### config.mk
export PLATFORM = sky130hd
export DESIGN_NAME = adder_share_arbiter
export DESIGN_NICKNAME = d
export VERILOG_FILES = /design/src/rtl/adder_share_pkg.sv /design/src/rtl/carry_select_adder.sv /design/src/rtl/rr_arbiter.sv /design/src/rtl/adder_share_arbiter.sv
export SDC_FILE = /design/constraint.sdc
export NUM_CORES = 1
export LEC_CHECK = 0
export BUFFER_PORTS_ARGS = -buffer_cell sky130_fd_sc_hd__buf_2
export CAP_MARGIN = 40
export CORE_AREA = 2 2 118 120
export CTS_CLUSTER_DIAMETER = 50
export CTS_CLUSTER_SIZE = 25
export DETAILED_ROUTE_END_ITERATION = 7
export DIE_AREA = 0 0 120 122
export PLACE_DENSITY = 0.8
export SLEW_MARGIN = 20
export SYNTH_ARGS = -nofsm -noshare
export SYNTH_HDL_FRONTEND = slang
export SYNTH_SLANG_ARGS = --single-unit
### constraint.sdc
create_clock -name clk_i -period 7.4 [get_ports clk_i]
set_input_delay 2.22 -clock clk_i [delete_from_list [all_inputs] [get_ports clk_i]]
set_output_delay 2.22 -clock clk_i [all_outputs]
set_load 0.01 [all_outputs]
### src/rtl/adder_share_pkg.sv
// Shared types for the adder-sharing arbiter.
package adder_share_pkg;

    localparam int unsigned CSA_DATA_WIDTH  = 32;
    localparam int unsigned CSA_BLOCK_WIDTH = 4;

    // Output register occupancy
    typedef enum logic {
        EMPTY = 1'b0,
        FULL  = 1'b1
    } fsm_state_t;

    // One adder request at the package default width
    typedef struct packed {
        logic [CSA_DATA_WIDTH-1:0] a;
        logic [CSA_DATA_WIDTH-1:0] b;
        logic                      carry;
    } csa_req_t;

endpackage

### src/rtl/carry_select_adder.sv
// Carry-select adder: each block precomputes sums for carry-in 0 and 1, the ripple carry selects.
module carry_select_adder #(
    parameter int unsigned DATA_WIDTH  = 32,
    parameter int unsigned BLOCK_WIDTH = 4
) (
    input  logic [DATA_WIDTH-1:0] a_i,
    input  logic [DATA_WIDTH-1:0] b_i,
    input  logic                  carry_i,
    output logic [DATA_WIDTH-1:0] sum_o,
    output logic                  carry_o
);

    localparam int unsigned NUM_BLOCKS = DATA_WIDTH / BLOCK_WIDTH;

    logic [NUM_BLOCKS:0] c;

    assign c[0] = carry_i;

    for (genvar g = 0; g < NUM_BLOCKS; g++) begin : g_blk
        logic [BLOCK_WIDTH:0] s0;
        logic [BLOCK_WIDTH:0] s1;

        assign s0 = {1'b0, a_i[g*BLOCK_WIDTH +: BLOCK_WIDTH]}
                  + {1'b0, b_i[g*BLOCK_WIDTH +: BLOCK_WIDTH]};
        assign s1 = s0 + {{BLOCK_WIDTH{1'b0}}, 1'b1};

        assign sum_o[g*BLOCK_WIDTH +: BLOCK_WIDTH] = c[g] ? s1[BLOCK_WIDTH-1:0] : s0[BLOCK_WIDTH-1:0];
        assign c[g+1]                              = c[g] ? s1[BLOCK_WIDTH]     : s0[BLOCK_WIDTH];
    end

    assign carry_o = c[NUM_BLOCKS];

endmodule

### src/rtl/rr_arbiter.sv
// Combinational round-robin arbiter: first asserted request at or after ptr_i, wrapping.
module rr_arbiter #(
    parameter  int unsigned NUM_REQ  = 4,
    localparam int unsigned ID_WIDTH = $clog2(NUM_REQ)
) (
    input  logic [NUM_REQ-1:0]  req_i,
    input  logic [ID_WIDTH-1:0] ptr_i,
    input  logic                en_i,
    output logic [NUM_REQ-1:0]  grant_o
);

    logic        found;
    int unsigned idx;

    // Scan requests starting at the pointer; the first hit wins
    always_comb begin
        grant_o = '0;
        found   = 1'b0;
        idx     = 0;
        for (int unsigned i = 0; i < NUM_REQ; i++) begin
            idx = (32'(ptr_i) + i) % NUM_REQ;
            if (!found && req_i[idx]) begin
                grant_o[idx] = 1'b1;
                found        = 1'b1;
            end
        end
        if (!en_i) begin
            grant_o = '0;
        end
    end

endmodule

### src/rtl/adder_share_arbiter.sv
// Round-robin sharing of one carry-select adder among NUM_REQ valid/ready requesters,
// with a single-entry output register holding sum, carry-out and requester id.
module adder_share_arbiter
    import adder_share_pkg::*;
#(
    parameter  int unsigned DATA_WIDTH  = CSA_DATA_WIDTH,
    parameter  int unsigned BLOCK_WIDTH = CSA_BLOCK_WIDTH,
    parameter  int unsigned NUM_REQ     = 4,
    localparam int unsigned ID_WIDTH    = $clog2(NUM_REQ)
) (
    input  logic                          clk_i,
    input  logic                          rst_n_i,
    input  logic [NUM_REQ-1:0]            req_valid_i,
    input  logic [NUM_REQ*DATA_WIDTH-1:0] req_operand_A_i,
    input  logic [NUM_REQ*DATA_WIDTH-1:0] req_operand_B_i,
    input  logic [NUM_REQ-1:0]            req_carry_i,
    output logic [NUM_REQ-1:0]            req_ready_o,
    output logic                          out_valid_o,
    input  logic                          out_ready_i,
    output logic [DATA_WIDTH-1:0]         result_o,
    output logic                          carry_o,
    output logic [ID_WIDTH-1:0]           id_o
);

    fsm_state_t            state_q, state_d;
    logic [ID_WIDTH-1:0]   ptr_q, ptr_d;
    logic [ID_WIDTH-1:0]   gnt_idx;
    logic [NUM_REQ-1:0]    grant;
    logic                  accept;
    logic                  handshake;
    logic [DATA_WIDTH-1:0] sel_a, sel_b, sum;
    logic                  sel_c, sum_c;
    logic [DATA_WIDTH-1:0] result_q;
    logic                  carry_q;
    logic [ID_WIDTH-1:0]   id_q;

    // Reset is folded in so no request looks accepted while reset is held
    assign accept = rst_n_i & ((state_q == EMPTY) | out_ready_i);

    rr_arbiter #(
        .NUM_REQ (NUM_REQ)
    ) u_arb (
        .req_i   (req_valid_i),
        .ptr_i   (ptr_q),
        .en_i    (accept),
        .grant_o (grant)
    );

    assign req_ready_o = grant;
    assign handshake   = |grant;

    // One-hot grant to requester index
    always_comb begin
        gnt_idx = '0;
        for (int unsigned i = 0; i < NUM_REQ; i++) begin
            if (grant[i]) begin
                gnt_idx = ID_WIDTH'(i);
            end
        end
    end

    assign sel_a = req_operand_A_i[gnt_idx*DATA_WIDTH +: DATA_WIDTH];
    assign sel_b = req_operand_B_i[gnt_idx*DATA_WIDTH +: DATA_WIDTH];
    assign sel_c = req_carry_i[gnt_idx];

    carry_select_adder #(
        .DATA_WIDTH  (DATA_WIDTH),
        .BLOCK_WIDTH (BLOCK_WIDTH)
    ) u_add (
        .a_i     (sel_a),
        .b_i     (sel_b),
        .carry_i (sel_c),
        .sum_o   (sum),
        .carry_o (sum_c)
    );

    // Pointer moves past the granted requester on every handshake
    always_comb begin
        ptr_d = ptr_q;
        if (handshake) begin
            ptr_d = (gnt_idx == ID_WIDTH'(NUM_REQ - 1)) ? '0 : gnt_idx + ID_WIDTH'(1);
        end
    end

    // State and pointer registers
    always_ff @(posedge clk_i or negedge rst_n_i) begin
        if (!rst_n_i) begin
            state_q <= EMPTY;
            ptr_q   <= '0;
        end else begin
            state_q <= state_d;
            ptr_q   <= ptr_d;
        end
    end

    // Next state: a handshake always fills; a drain without a handshake empties
    always_comb begin
        state_d = state_q;
        unique case (state_q)
            EMPTY: if (handshake) state_d = FULL;
            FULL: begin
                if (handshake) begin
                    state_d = FULL;
                end else if (out_ready_i) begin
                    state_d = EMPTY;
                end
            end
        endcase
    end

    // FSM output
    always_comb begin
        out_valid_o = (state_q == FULL);
    end

    // Output data register; holds its last value when not loaded
    always_ff @(posedge clk_i or negedge rst_n_i) begin
        if (!rst_n_i) begin
            result_q <= '0;
            carry_q  <= 1'b0;
            id_q     <= '0;
        end else if (handshake) begin
            result_q <= sum;
            carry_q  <= sum_c;
            id_q     <= gnt_idx;
        end
    end

    assign result_o = result_q;
    assign carry_o  = carry_q;
    assign id_o     = id_q;

endmodule

==> reports/results.tsv <==
metric	value	unit
setup ws final	-755	ps
CP Max Fanout	8	
CP max-delay cell	fa_1	
Finish-stage setup viols	15	
Max Fclk	123	MHz
DP Worst Slack	-1250	ps
Max-Cap Viols	0	
crit-path most repeated cell	mux2i_4	
number of flops mapped to enable cells by yosys	0	
Avg Inst Size Synth	7.30	sq um
detailed-route DRC error count	0	
period utilization	110	%
router iterations before antenna repair	8	
Mapped Cells	754	
failing checks	setup timing	
share of layout cells above drive strength 1	42.1	%
die area	0.0146	sq mm
Yosys reg bits	38	
Netlist cell types	55	
Slew headroom	52.8	%
Post-Syn Area	0.00550	sq mm
post-DP HPWL	18.4	mm
hold_buf cts	0	
clock sinks	38	
Warnings, synthesis	0	
Synth area leader	dfrtp_1	
outcome	complete, but fails checks	
ys flop type	dfrtp_1	
I/O Pins	307	
Initial Util	40.7	%
Synth top area share	17.3	%
Worst setup SP type	primary input	
Hold Path Class	flip-flop to flip-flop	
Initial DRC Count	598	
cells on worst reg2reg path	32	
CP Capture Type	flip-flop	
TritonCTS buffer count	5	
synth-to-layout area growth	50.9	%
Max H-tree Level	2	
Routability Congestion	0.970	
Worst Skew	5.21	ps
CTS clk-pin slew, worst paths	50	ps
WP data required	7590	ps
core box area	0.0135	sq mm
Tightest Pin Transition	708	ps
vias per cell	5.35	
largest net degree at the start of global routing	51	
die width	120	um
global-route wire length before repair	32.9	mm
buffer depth of the longest clock path	2	
TritonCTS clock tree	done	
layout net count	1439	
row count	43	
WP data arrival	8350	ps
routed vias	6970	
antenna violations before repair	5	
final hold vios	0	
Overall Global Routing Usage	29.0	%
Post-synth top cells	nand2_1 (123), nor2_1 (71), a21oi_1 (65), mux2i_1 (49), ha_1 (48)	
post-synthesis sequential area ratio	17.3	%
count leader, synth	nand2_1	
hold depth	2	
Clock Latency Late Sink	280	ps
unrepaired setup endpoints after global routing	true	
fin crit period	8160	ps
drt wl/cell	17.6	um
Post-DRT Antenna Nets	0	
synthesized netlist net count	1077	
Die H	122	um
Slew Limit Fails	0	
grt ovf	0	
synth top area cells	dfrtp_1 (17%), ha_1 (11%), mux2i_1 (8.9%)	
slowest stage delay, CP	510	ps
Total Routed Length	22.9	mm
hold_ws	480	ps
asr flop ratio synth	100	%
Crit Path Category	primary input to flip-flop	
port buffer count	306	
root buffer cell	clkbuf_16	
vias in the first global route	6194	
[cell usage in the layout (no fill, tap or decap), types with 4 or more instances in the layout]
| cell type | n |
|---|---|
| ha_1 | 46 |
| xor2_1 | 14 |
| nor3_1 | 4 |
| a211oi_1 | 7 |
| nor2_2 | 5 |
| nor2b_1 | 5 |
| diode_2 | 5 |
| nand4_1 | 9 |
| buf_2 | 302 |
| buf_4 | 84 |
| mux4_2 | 4 |
| mux2i_1 | 46 |
| inv_1 | 40 |
| xnor2_2 | 7 |
| clkbuf_16 | 5 |
| a31oi_1 | 25 |
| a21oi_2 | 5 |
| a21o_1 | 26 |
| buf_6 | 12 |
| o21ai_0 | 38 |
| fa_1 | 8 |
| a21oi_1 | 61 |
| xnor2_1 | 19 |
| nor2_1 | 65 |
| o22ai_1 | 30 |
| nand3_1 | 7 |
| nand2_1 | 120 |
| and3_1 | 4 |
| nand2b_1 | 6 |
| o21ai_1 | 11 |
| dfrtp_1 | 38 |
| inv_2 | 4 |
| nand3b_1 | 4 |
[path summary, 6_finish.rpt]
kind	start	to	slack, ps
worst min-delay path	result_o[28]	result_o[28]	480
max in group asynchronous	rst_n_i	result_o[16]	4980
min in group asynchronous	rst_n_i	id_o[0]	2090
worst min register to register	result_o[28]	result_o[28]	480
worst max-delay path	req_valid_i[2]	carry_o	-760
worst max register to register	ptr_q[0]	carry_o	560
[final cells by class]
| class | count | area (sq um) |
|---|---|---|
| Antenna cell | 5 | 12.5 |
| Clock buffer | 7 | 143 |
| Clock inverter | 1 | 5.00 |
| Fill cell | 1242 | 5200 |
| Inverter | 44 | 165 |
| Multi-Input combinational cell | 628 | 4510 |
| Sequential cell | 38 | 951 |
| Tap cell | 180 | 225 |
| Timing Repair Buffer | 399 | 2290 |
[state kept, by name, summed over array words and instances (netlist names)]
| register | cells |
|---|---|
| carry_o | 1 |
| id_o | 2 |
| out_valid_o | 1 |
| ptr_q | 2 |
| result_o | 32 |
[logic make-up after synthesis]
logic type | Yosys count | synth area share [%]
AOI/OAI and AO/OA | 217 | 23.4
xor gates and xnor gates | 45 | 7.30
adders and majority gates | 56 | 13.8
buffers and inverters | 88 | 6.25
DFF | 38 | 17.3
muxes | 58 | 11.8
and+or+nand+nor | 252 | 20.1
[per-stage QoR]
step | instances | instance area (sq um) | util [%] | TNS (ps)
after floorplan | 754 | 5600 | - | -17210
after global placement | 1278 | 7770 | 57.5 | -13330
after detailed placement | 1278 | 7770 | 57.5 | -16490
after CTS | 1293 | 8070 | 59.7 | -6160
after global routing | 1298 | 8290 | 61.4 | -12170
final | 1302 | 8300 | 61.5 | -7020
[per-layer routing]
| metal | routed length, um | track usage, % | vias up |
|---|---|---|---|
| li1 | - | - | 3377 |
| met1 | 9920 | 41.3 | 3171 |
| met2 | 10300 | 45.1 | 377 |
| met3 | 2200 | 5.66 | 43 |
| met4 | 415 | 6.99 | 2 |
| met5 | 13 | 0 | - |
[worst max-delay path: cells and delay by family]
family,cells,cell delay [ps]
AO/OA/AOI/OAI,8,1380
AND/OR/NAND/NOR,5,620
multiplexers,9,2540
adder cells (fa/ha/maj),3,880
buffers and inverters,5,530
XOR/XNOR,1,150
[what timing repair did]
| action | 4_1_cts | 5_1_grt |
|---|---|---|
| gates resized for setup | 27 | 36 |
| pin swaps | 16 | 15 |
| endpoints found under the setup margin | 17 | 21 |
| cloned | 0 | 0 |
| setup buffers | 8 | 3 |
Power is left out: the tool's default activity adds up to more than one toggle a clock period on the data nets, which glitch-free logic cannot reach.
